`src/rtl/uart_rx_fifo.sv`:
```
// uart_rx_fifo: 16x-oversampled serial receiver with a small byte FIFO.
// Deframes 8N1 bytes (LSB first) from an asynchronous rx line, buffers them
// and presents them on a valid/ready interface. Frame errors and dropped
// bytes are reported as one-cycle pulses.
// Optional build macro UART_RX_PARITY_EN switches the frame to 8E1 and adds a
// PARITY state plus even-parity checking; without it no parity logic exists.
module uart_rx_fifo #(
  parameter int SYS_CLK_FREQ   = 100000000,
  parameter int BAUD_RATE      = 115200,
  parameter int FIFO_DEPTH_LOG = 3
) (
  input  logic       clk_in,
  input  logic       rst_in,
  input  logic       rx_in,
  input  logic       rx_ready_in,
  output logic [7:0] rx_data_out,
  output logic       rx_valid_out,
  output logic       frame_err_out,
  output logic       overflow_out
);

  localparam int DIV   = SYS_CLK_FREQ / (BAUD_RATE * 16);
  localparam int DIV_W = (DIV > 1) ? $clog2(DIV) : 1;
  localparam int DEPTH = 1 << FIFO_DEPTH_LOG;
  localparam logic [DIV_W-1:0]        DIV_MAX  = DIV_W'(DIV - 1);
  localparam logic [FIFO_DEPTH_LOG:0] DEPTH_CT = (FIFO_DEPTH_LOG + 1)'(DEPTH);

  typedef enum logic [2:0] {
    S_IDLE,
    S_START,
    S_DATA,
`ifdef UART_RX_PARITY_EN
    S_PARITY,
`endif
    S_STOP,
    S_WAIT_HIGH
  } state_t;

  // ---------------------------------------------------------------------------
  // Input synchronizer: resets to the idle (high) line level
  // ---------------------------------------------------------------------------
  logic [1:0] sync_q, sync_d;
  logic       rxs;

  // Next value of the two-stage synchronizer chain
  always_comb begin
    sync_d = {sync_q[0], rx_in};
  end

  // Synchronizer flops
  always_ff @(posedge clk_in or posedge rst_in) begin
    if (rst_in) sync_q <= 2'b11;
    else        sync_q <= sync_d;
  end

  assign rxs = sync_q[1];

  // ---------------------------------------------------------------------------
  // FSM-side registers (declared early; the tick generator needs the state)
  // ---------------------------------------------------------------------------
  state_t     state_q;
  logic [3:0] tick_idx_q;
  logic [2:0] bit_cnt_q;
  logic [7:0] shift_q;
  logic       s7_q, s8_q;
  logic       sample_q;
  logic       samp_vld_q;
  logic       frame_err_q;
  logic       overflow_q;
`ifdef UART_RX_PARITY_EN
  logic       parity_q;
`endif

  // ---------------------------------------------------------------------------
  // Tick generator: 16 ticks per bit, realigned to the start edge
  // ---------------------------------------------------------------------------
  logic [DIV_W-1:0] div_cnt_q, div_cnt_d;
  logic             tick;
  logic             start_go;

  assign tick     = (div_cnt_q == DIV_MAX);
  assign start_go = (state_q == S_IDLE) && !rxs;

  // Divider next-state: wrap on tick, restart when a frame begins
  always_comb begin
    div_cnt_d = div_cnt_q + DIV_W'(1);
    if (start_go || tick) div_cnt_d = '0;
  end

  // Divider counter
  always_ff @(posedge clk_in or posedge rst_in) begin
    if (rst_in) div_cnt_q <= '0;
    else        div_cnt_q <= div_cnt_d;
  end

  // ---------------------------------------------------------------------------
  // STOP decision and FIFO handshake
  // ---------------------------------------------------------------------------
  logic                      stop_decide;
  logic                      par_ok;
  logic                      push_req;
  logic                      push_ok;
  logic                      pop;
  logic                      full;
  logic [FIFO_DEPTH_LOG:0]   count_q, count_d;
  logic [FIFO_DEPTH_LOG-1:0] wr_ptr_q, wr_ptr_d;
  logic [FIFO_DEPTH_LOG-1:0] rd_ptr_q, rd_ptr_d;
  logic                      maj;

  assign maj = (s7_q & s8_q) | (s7_q & rxs) | (s8_q & rxs);

  // Decide whether the finished byte is pushed this cycle
  always_comb begin
    stop_decide = (state_q == S_STOP) && samp_vld_q;
`ifdef UART_RX_PARITY_EN
    par_ok      = ~(^shift_q ^ parity_q);
`else
    par_ok      = 1'b1;
`endif
    pop         = rx_valid_out && rx_ready_in;
    full        = (count_q == DEPTH_CT);
    push_req    = stop_decide && sample_q && par_ok;
    // A pop in the same cycle frees the slot, so a full FIFO still accepts
    push_ok     = push_req && (!full || pop);
  end

  // ---------------------------------------------------------------------------
  // Receive FSM with registered sampling and error pulses
  // ---------------------------------------------------------------------------
  always_ff @(posedge clk_in or posedge rst_in) begin
    if (rst_in) begin
      state_q     <= S_IDLE;
      tick_idx_q  <= 4'd0;
      bit_cnt_q   <= 3'd0;
      shift_q     <= 8'd0;
      s7_q        <= 1'b1;
      s8_q        <= 1'b1;
      sample_q    <= 1'b1;
      samp_vld_q  <= 1'b0;
      frame_err_q <= 1'b0;
      overflow_q  <= 1'b0;
`ifdef UART_RX_PARITY_EN
      parity_q    <= 1'b0;
`endif
    end else begin
      frame_err_q <= 1'b0;
      overflow_q  <= 1'b0;
      samp_vld_q  <= 1'b0;

      // Bit-cell timing: majority of ticks 7/8/9, registered at tick 9
      if (state_q != S_IDLE && tick) begin
        tick_idx_q <= tick_idx_q + 4'd1;
        if (tick_idx_q == 4'd7) s7_q <= rxs;
        if (tick_idx_q == 4'd8) s8_q <= rxs;
        if (tick_idx_q == 4'd9) begin
          sample_q   <= maj;
          samp_vld_q <= 1'b1;
        end
      end

      case (state_q)
        S_IDLE: begin
          if (!rxs) begin
            state_q    <= S_START;
            tick_idx_q <= 4'd0;
          end
        end
        S_START: begin
          if (tick && tick_idx_q == 4'd15) begin
            bit_cnt_q <= 3'd0;
            state_q   <= sample_q ? S_IDLE : S_DATA;
          end
        end
        S_DATA: begin
          if (tick && tick_idx_q == 4'd15) begin
            shift_q[bit_cnt_q] <= sample_q;
            bit_cnt_q          <= bit_cnt_q + 3'd1;
            if (bit_cnt_q == 3'd7) begin
`ifdef UART_RX_PARITY_EN
              state_q <= S_PARITY;
`else
              state_q <= S_STOP;
`endif
            end
          end
        end
`ifdef UART_RX_PARITY_EN
        S_PARITY: begin
          if (tick && tick_idx_q == 4'd15) begin
            parity_q <= sample_q;
            state_q  <= S_STOP;
          end
        end
`endif
        S_STOP: begin
          // Leave mid-bit so a directly following start edge is not missed
          if (samp_vld_q) begin
            if (sample_q) begin
              state_q <= S_IDLE;
              if (par_ok) overflow_q  <= !push_ok;
              else        frame_err_q <= 1'b1;
            end else begin
              frame_err_q <= 1'b1;
              state_q     <= S_WAIT_HIGH;
            end
          end
        end
        S_WAIT_HIGH: begin
          if (rxs) state_q <= S_IDLE;
        end
        default: state_q <= S_IDLE;
      endcase
    end
  end

  assign frame_err_out = frame_err_q;
  assign overflow_out  = overflow_q;

  // ---------------------------------------------------------------------------
  // FIFO storage: one resettable register per entry
  // ---------------------------------------------------------------------------
  logic [7:0] mem_rd [DEPTH];

  generate
    for (genvar gi = 0; gi < DEPTH; gi++) begin : g_entry
      localparam logic [FIFO_DEPTH_LOG-1:0] ENTRY = FIFO_DEPTH_LOG'(gi);
      logic [7:0] entry_q, entry_d;

      // Capture the received byte when this slot is the write target
      always_comb begin
        entry_d = entry_q;
        if (push_ok && wr_ptr_q == ENTRY) entry_d = shift_q;
      end

      // Entry register
      always_ff @(posedge clk_in or posedge rst_in) begin
        if (rst_in) entry_q <= 8'd0;
        else        entry_q <= entry_d;
      end

      assign mem_rd[gi] = entry_q;
    end
  endgenerate

  // Pointer and occupancy next-state
  always_comb begin
    wr_ptr_d = push_ok ? wr_ptr_q + FIFO_DEPTH_LOG'(1) : wr_ptr_q;
    rd_ptr_d = pop     ? rd_ptr_q + FIFO_DEPTH_LOG'(1) : rd_ptr_q;
    count_d  = count_q;
    case ({push_ok, pop})
      2'b10:   count_d = count_q + (FIFO_DEPTH_LOG + 1)'(1);
      2'b01:   count_d = count_q - (FIFO_DEPTH_LOG + 1)'(1);
      default: count_d = count_q;
    endcase
  end

  // FIFO pointers and count
  always_ff @(posedge clk_in or posedge rst_in) begin
    if (rst_in) begin
      wr_ptr_q <= '0;
      rd_ptr_q <= '0;
      count_q  <= '0;
    end else begin
      wr_ptr_q <= wr_ptr_d;
      rd_ptr_q <= rd_ptr_d;
      count_q  <= count_d;
    end
  end

  assign rx_valid_out = (count_q != '0);
  assign rx_data_out  = mem_rd[rd_ptr_q];

endmodule

```
`config.mk`:
```
export PLATFORM = sky130hd
export DESIGN_NAME = uart_rx_fifo
export DESIGN_NICKNAME = d
export VERILOG_FILES = /design/src/rtl/uart_rx_fifo.sv
export SDC_FILE = /design/constraint.sdc
export NUM_CORES = 1
export LEC_CHECK = 0
export BUFFER_PORTS_ARGS = -buffer_cell sky130_fd_sc_hd__buf_2
export CORE_ASPECT_RATIO = 1.25
export CORE_MARGIN = 3
export CORE_UTILIZATION = 59
export DETAILED_ROUTE_END_ITERATION = 10
export PLACE_DENSITY_LB_ADDON = 0.1
export SLEW_MARGIN = 30
export SYNTH_ARGS = -nofsm -noshare
export SYNTH_HDL_FRONTEND = slang
export SYNTH_SLANG_ARGS = --single-unit
```
`constraint.sdc`:
```
create_clock -name clk_in -period 4.65 [get_ports clk_in]
set_input_delay 0 -clock clk_in [delete_from_list [all_inputs] [get_ports clk_in]]
set_output_delay 0 -clock clk_in [all_outputs]
set_load 0.05 [all_outputs]
```
After elaboration in Yosys (flattened, before gate mapping)
Cells that the tools add are included.
Storage, ports and cells
  register bits: 106
  output and inout port bits: 11
  logic and storage cells: 129
Operators by class
  add/subtract/negate cells: 7
  order comparisons: 3
  eq/ne operators: 26
  muxes and demuxes: 31
  bitwise logic cells: 6
  reductions and logical operators: 33
Operators by type and width (number)
  $mux W3: 9
  $bmux W8 S3: 1
  $eq A3 B3 Y1 const B: 6
  $eq A4 B4 Y1 const B: 4
  $logic_and A1 B1 Y1: 16
  $mux W8: 2
  $pmux W3 S5: 1
  $eq A3 B2 Y1 const B: 4
  $mux W4: 3
  $ne A2 B2 Y1 const B: 6
  $add A3 B1 Y3 const B: 3
  $mux W1: 9
  $add A4 B1 Y4 const B: 2
  $bwmux W8: 1
  $pmux W4 S2: 1
  $reduce_and A2 Y1: 4
  $add A6 B1 Y6 const B: 1
  $eq A3 B1 Y1 const B: 2
  $eq A6 B6 Y1 const B: 1
  $logic_not A3 Y1: 2
  $mux W6: 1
  $pmux W3 S2: 1
  $reduce_and A6 Y1: 1
  $eq A4 B3 Y1 const B: 1
  other kinds (17): 24

Longest topological paths before layout
  depth after elaboration: 8
  gate-level depth with buffers: 7
  gate-level depth less buffers: 7

Worst setup path after synthesis
No wires, ideal clock.
  kind: register to register
  from: register count_q[0]
  to: register count_q[3]
  library setup time: 0.080 ns
  data arrival time: 2.098 ns
  data required time: 4.570 ns
  setup slack: 2.472 ns
  stages on the path, launching flop included: 8
  path buffers: 0
  path through: dfrtp_1 -> o41a_1 -> o21a_1 -> ha_1 -> a21o_2 -> a21oi_1 -> mux2i_1 -> xnor2_1
Between the ends
  longest elaborated chain between the ends: 6
Ends and longest elaborated chain
  start, declared: line 105  | logic [FIFO_DEPTH_LOG:0] count_q, count_d;
  start signal, assigned: line 266  | count_q <= count_d;
  $eq A4 B4 Y1 / $reduce_bool A4 Y1 (equally long branches): line 121, 270
  $logic_not A1 Y1 / $logic_and A1 B1 Y1 (equally long branches): line 124, 120
  $logic_or A1 B1 Y1: line 124  | push_ok = push_req && (!full || pop);
  $logic_and A1 B1 Y1: line 124
  $eq A2 B1 Y1 / $eq A2 B2 Y1 (equally long branches): line 250  | case ({push_ok, pop})
  $pmux W4 S2 / $reduce_bool A2 Y1 (equally long branches)
Parallel ways exist; a longest one is shown, timed or not.
A chain may end at the register's enable or synchronous reset.

Worst setup path in the final report
Ends and elaborated chain as after synthesis.

==> flow_summary.yaml <==
pwr:
  p_switching_uw: 539
  ir_drop_mv: 0.238
  switching_share: 0.288
  seqPwrFrac: 0.577
  power_density_nw_per_um2: 336
  pwr-share-comb: 0.126
  internal-power_mw: 1.33
  leakage_nw: 2.61
  power_mw: 1.87
  clkPwrFrac: 0.297
clock_network:
  cts-resized-gates: 0
  cts_buffer_depth: 2
  clock_latency_ns: 0.36
  cts_sinks: 106
  cts.reportedPaths.clkPinSlew_ns: 0.10
  clockRootBuffer: "clkbuf_8"
  cts_max_level: 3
  numCtsBuffers: 9
  tritoncts: "done"
timing:
  fin_skew_ns: 0.0145
  fin_crit_sh: 0.506
  layout_min_cycle_time_ns: 2.35
  fin_hold_ws_ns: 0.249
  worst_pin_slew_ns: 0.814
  timing.final.ws_setup_ns: 2.30
  slew_violations: 0
  finalHoldViolations: 0
  maxSlewHeadroom: 0.457
  finalSetupTns_ns: 0
  setup_violations: 0
  clock.fmax_mhz: 425
  rsz0062_at_grt: "no"
yosys:
  synth_ff_type: "dfrtp_1"
  yosys_warnings: 0
  syn-cell-area_um2: 5150
  ys_ff_latch: 106
  synth_cell_types: 53
  async_flop_share: 1.00
  synth_cells: 367
  syn_nets: 388
  synth-edff-count: 0
  seq_area_frac_synth: 0.516
  avgSynthCellArea_um2: 14.0
placed_design:
  gp_congestion: 0.768
  dp_cells: 486
  pre_cts_ws_ns: 2.30
  portBuffers: 14
  post_dp_cell_area_um2: 5330
  dpl.hpwl_mm: 6.32
floorplanning:
  initial_core_util: 0.615
  die_x_um: 89.6
  core_area_um2: 8380
  ioPinCount: 15
  fp-row-count: 37
  die_h_um: 110
  design.die.area_um2: 9900
cells_and_area:
  drive_above_1_share: 0.387
  diodes: 0
  final_area_um2: 5550
  fillers: 628
  final_nets: 404
  multi_input_area_um2: 2380
  final_util: 0.663
  register_area_um2: 2660
  syn_to_final_growth_pct: 7.74
  instances_no_fill: 505
critical_path:
  path_class: "reg2reg"
  cp-start-kind: "flip-flop"
  required_ns: 4.94
  cp.arrival_ns: 2.64
  r2r_slack_ns: 2.30
  startpoint: "count_q[0]$_DFFE_PP0P_"
  r2r_start: "count_q[0]$_DFFE_PP0P_"
  cp_max_fo: 6
  endpoint_kind: "flip-flop"
  worst_r2r_endpoint: "count_q[3]$_DFFE_PP0P_"
  r2r_cells: 7
  critPathCapture: "count_q[3]$_DFFE_PP0P_"
global_routing:
  track_usage: 0.201
  grt_pass1_wl_mm: 15.2
  grt_overflow: 0
  grt_antenna_before_repair: 0
  grt_max_degree: 60
  grt_pass1_vias: 3028
route:
  finalWirelength_mm: 9.12
  wire_per_inst_um: 18.1
  ant_nets: 0
  drtIter0Drc: 131
  num_vias: 2984
  drc: 0
  viasPerCell: 5.91
  dr.pass1.iters: 4
status:
  status: "finished clean"
flow_run:
  drv_cap: 0
worst_hold_path:
  hp-class: "in2async"
-- worst max-delay path: stages (launching register included) --
cell	delay (ns)
dfrtp_1	0.46
o41a_1	0.56
o21a_1	0.21
ha_1	0.29
a21o_2	0.20
a21oi_1	0.18
mux2i_1	0.24
xnor2_1	0.14
-- registers in the layout, summed over array words and instances (netlist names), 2 cells and up --
| name | flops |
|---|---|
| tick_idx_q | 4 |
| sync_q | 2 |
| shift_q | 8 |
| count_q | 4 |
| bit_cnt_q | 3 |
| wr_ptr_q | 3 |
| state_q | 3 |
| g_entry.entry_q | 64 |
| rd_ptr_q | 3 |
| div_cnt_q | 6 |
-- cells by family (layout without fill, tap and decap cells) --
logic type,after synthesis,count (layout),synth area share
DFF,106,106,0.516
muxes,105,105,0.264
and+or+nand+nor,78,78,0.0993
buffers and inverters,27,48,0.0216
AOI/OAI and AO/OA,21,21,0.0342
adders and majority gates,18,18,0.0447
xor gates and xnor gates,12,12,0.0204
-- area by class of cell --
cell class	count	area share
flip-flops and latches	106	0.479
multi-input cells	234	0.429
clock buffers	11	0.0273
well taps	117	0.0264
repair buffers	19	0.0207
inverters	13	0.00924
clock inverters	5	0.00811
-- cell usage in the layout, fill, tap and decap left out, types with 4 or more instances in the layout --
master	Yosys	final
clkbuf_8	0	11
ha_1	16	16
nor4_1	5	5
nor2b_1	4	4
mux2i_1	5	5
buf_2	5	14
mux2_2	80	80
xnor2_1	9	9
dfstp_2	5	5
nor3_1	5	5
nand3_4	6	6
mux4_2	16	16
nand3_1	9	9
nand2_1	15	15
inv_1	12	11
dfrtp_1	101	100
nor2_1	13	13
-- layer usage --
layer  routed length [um]  global-route usage  vias up  part of all wire
met5                    0                   0        -                 0
met4                  170              0.0765        0             0.019
met3                  149              0.0246       14             0.016
met2                 4860               0.341       32              0.53
met1                 3940               0.258     1541              0.43
li1                     -                   -     1397                 -
-- synth_stat cells (3+ instances only) --
cell / count / area share
and4b_1: 3 / 0.0058
mux2_1: 3 / 0.0066
nor2b_1: 4 / 0.0049
ha_1: 16 / 0.039
nor4b_1: 3 / 0.0051
nand3_1: 9 / 0.0087
nor3_1: 5 / 0.0049
nor4_1: 5 / 0.0061
nand3_4: 6 / 0.020
dfstp_2: 5 / 0.025
mux4_2: 16 / 0.070
a31oi_1: 3 / 0.0036
xor2_1: 3 / 0.0051
inv_1: 12 / 0.0087
nand2_1: 15 / 0.011
buf_2: 5 / 0.0049
xnor2_1: 9 / 0.015
nor2_1: 13 / 0.0095
clkbuf_1: 7 / 0.0051
dfrtp_1: 101 / 0.49
o2bb2ai_1: 3 / 0.0051
mux2_2: 80 / 0.17
mux2i_1: 5 / 0.0097
-- what timing repair did --
| item | 4_1_cts | 5_1_grt |
|---|---|---|
| endpoints found under the hold margin | 49 | 0 |
| buffers inserted | 0 | 0 |
| hold buffers | 3 | 0 |
-- power groups by stage --
| stage | Sequential (mW) | Combinational [mW] | Clock, mW |
|---|---|---|---|
| 3_5_place_dp | 1.10 | 0.234 | 0 |
| 3_3_place_gp | 1.10 | 0.230 | 0 |
| 6_report | 1.08 | 0.234 | 0.555 |
| 2_1_floorplan | 0.999 | 0.279 | 0 |
| 5_1_grt | 1.09 | 0.257 | 0.607 |
| 4_1_cts | 1.08 | 0.238 | 0.572 |
-- how the worst min path moves through the flow --
stage                               to  depth (start not counted)  slack [ns]
2_1_floorplan      sync_q[0]$_DFF_PP1_                          0       0.004
3_3_place_gp   tick_idx_q[1]$_DFF_PP0_                          2        0.11
3_5_place_dp   tick_idx_q[1]$_DFF_PP0_                          2        0.11
4_1_cts        tick_idx_q[2]$_DFF_PP0_                          3        0.26
5_1_grt            sync_q[0]$_DFF_PP1_                          2        0.28
6_report       tick_idx_q[1]$_DFF_PP0_                          3        0.25
(Power assumes the default switching activity.)
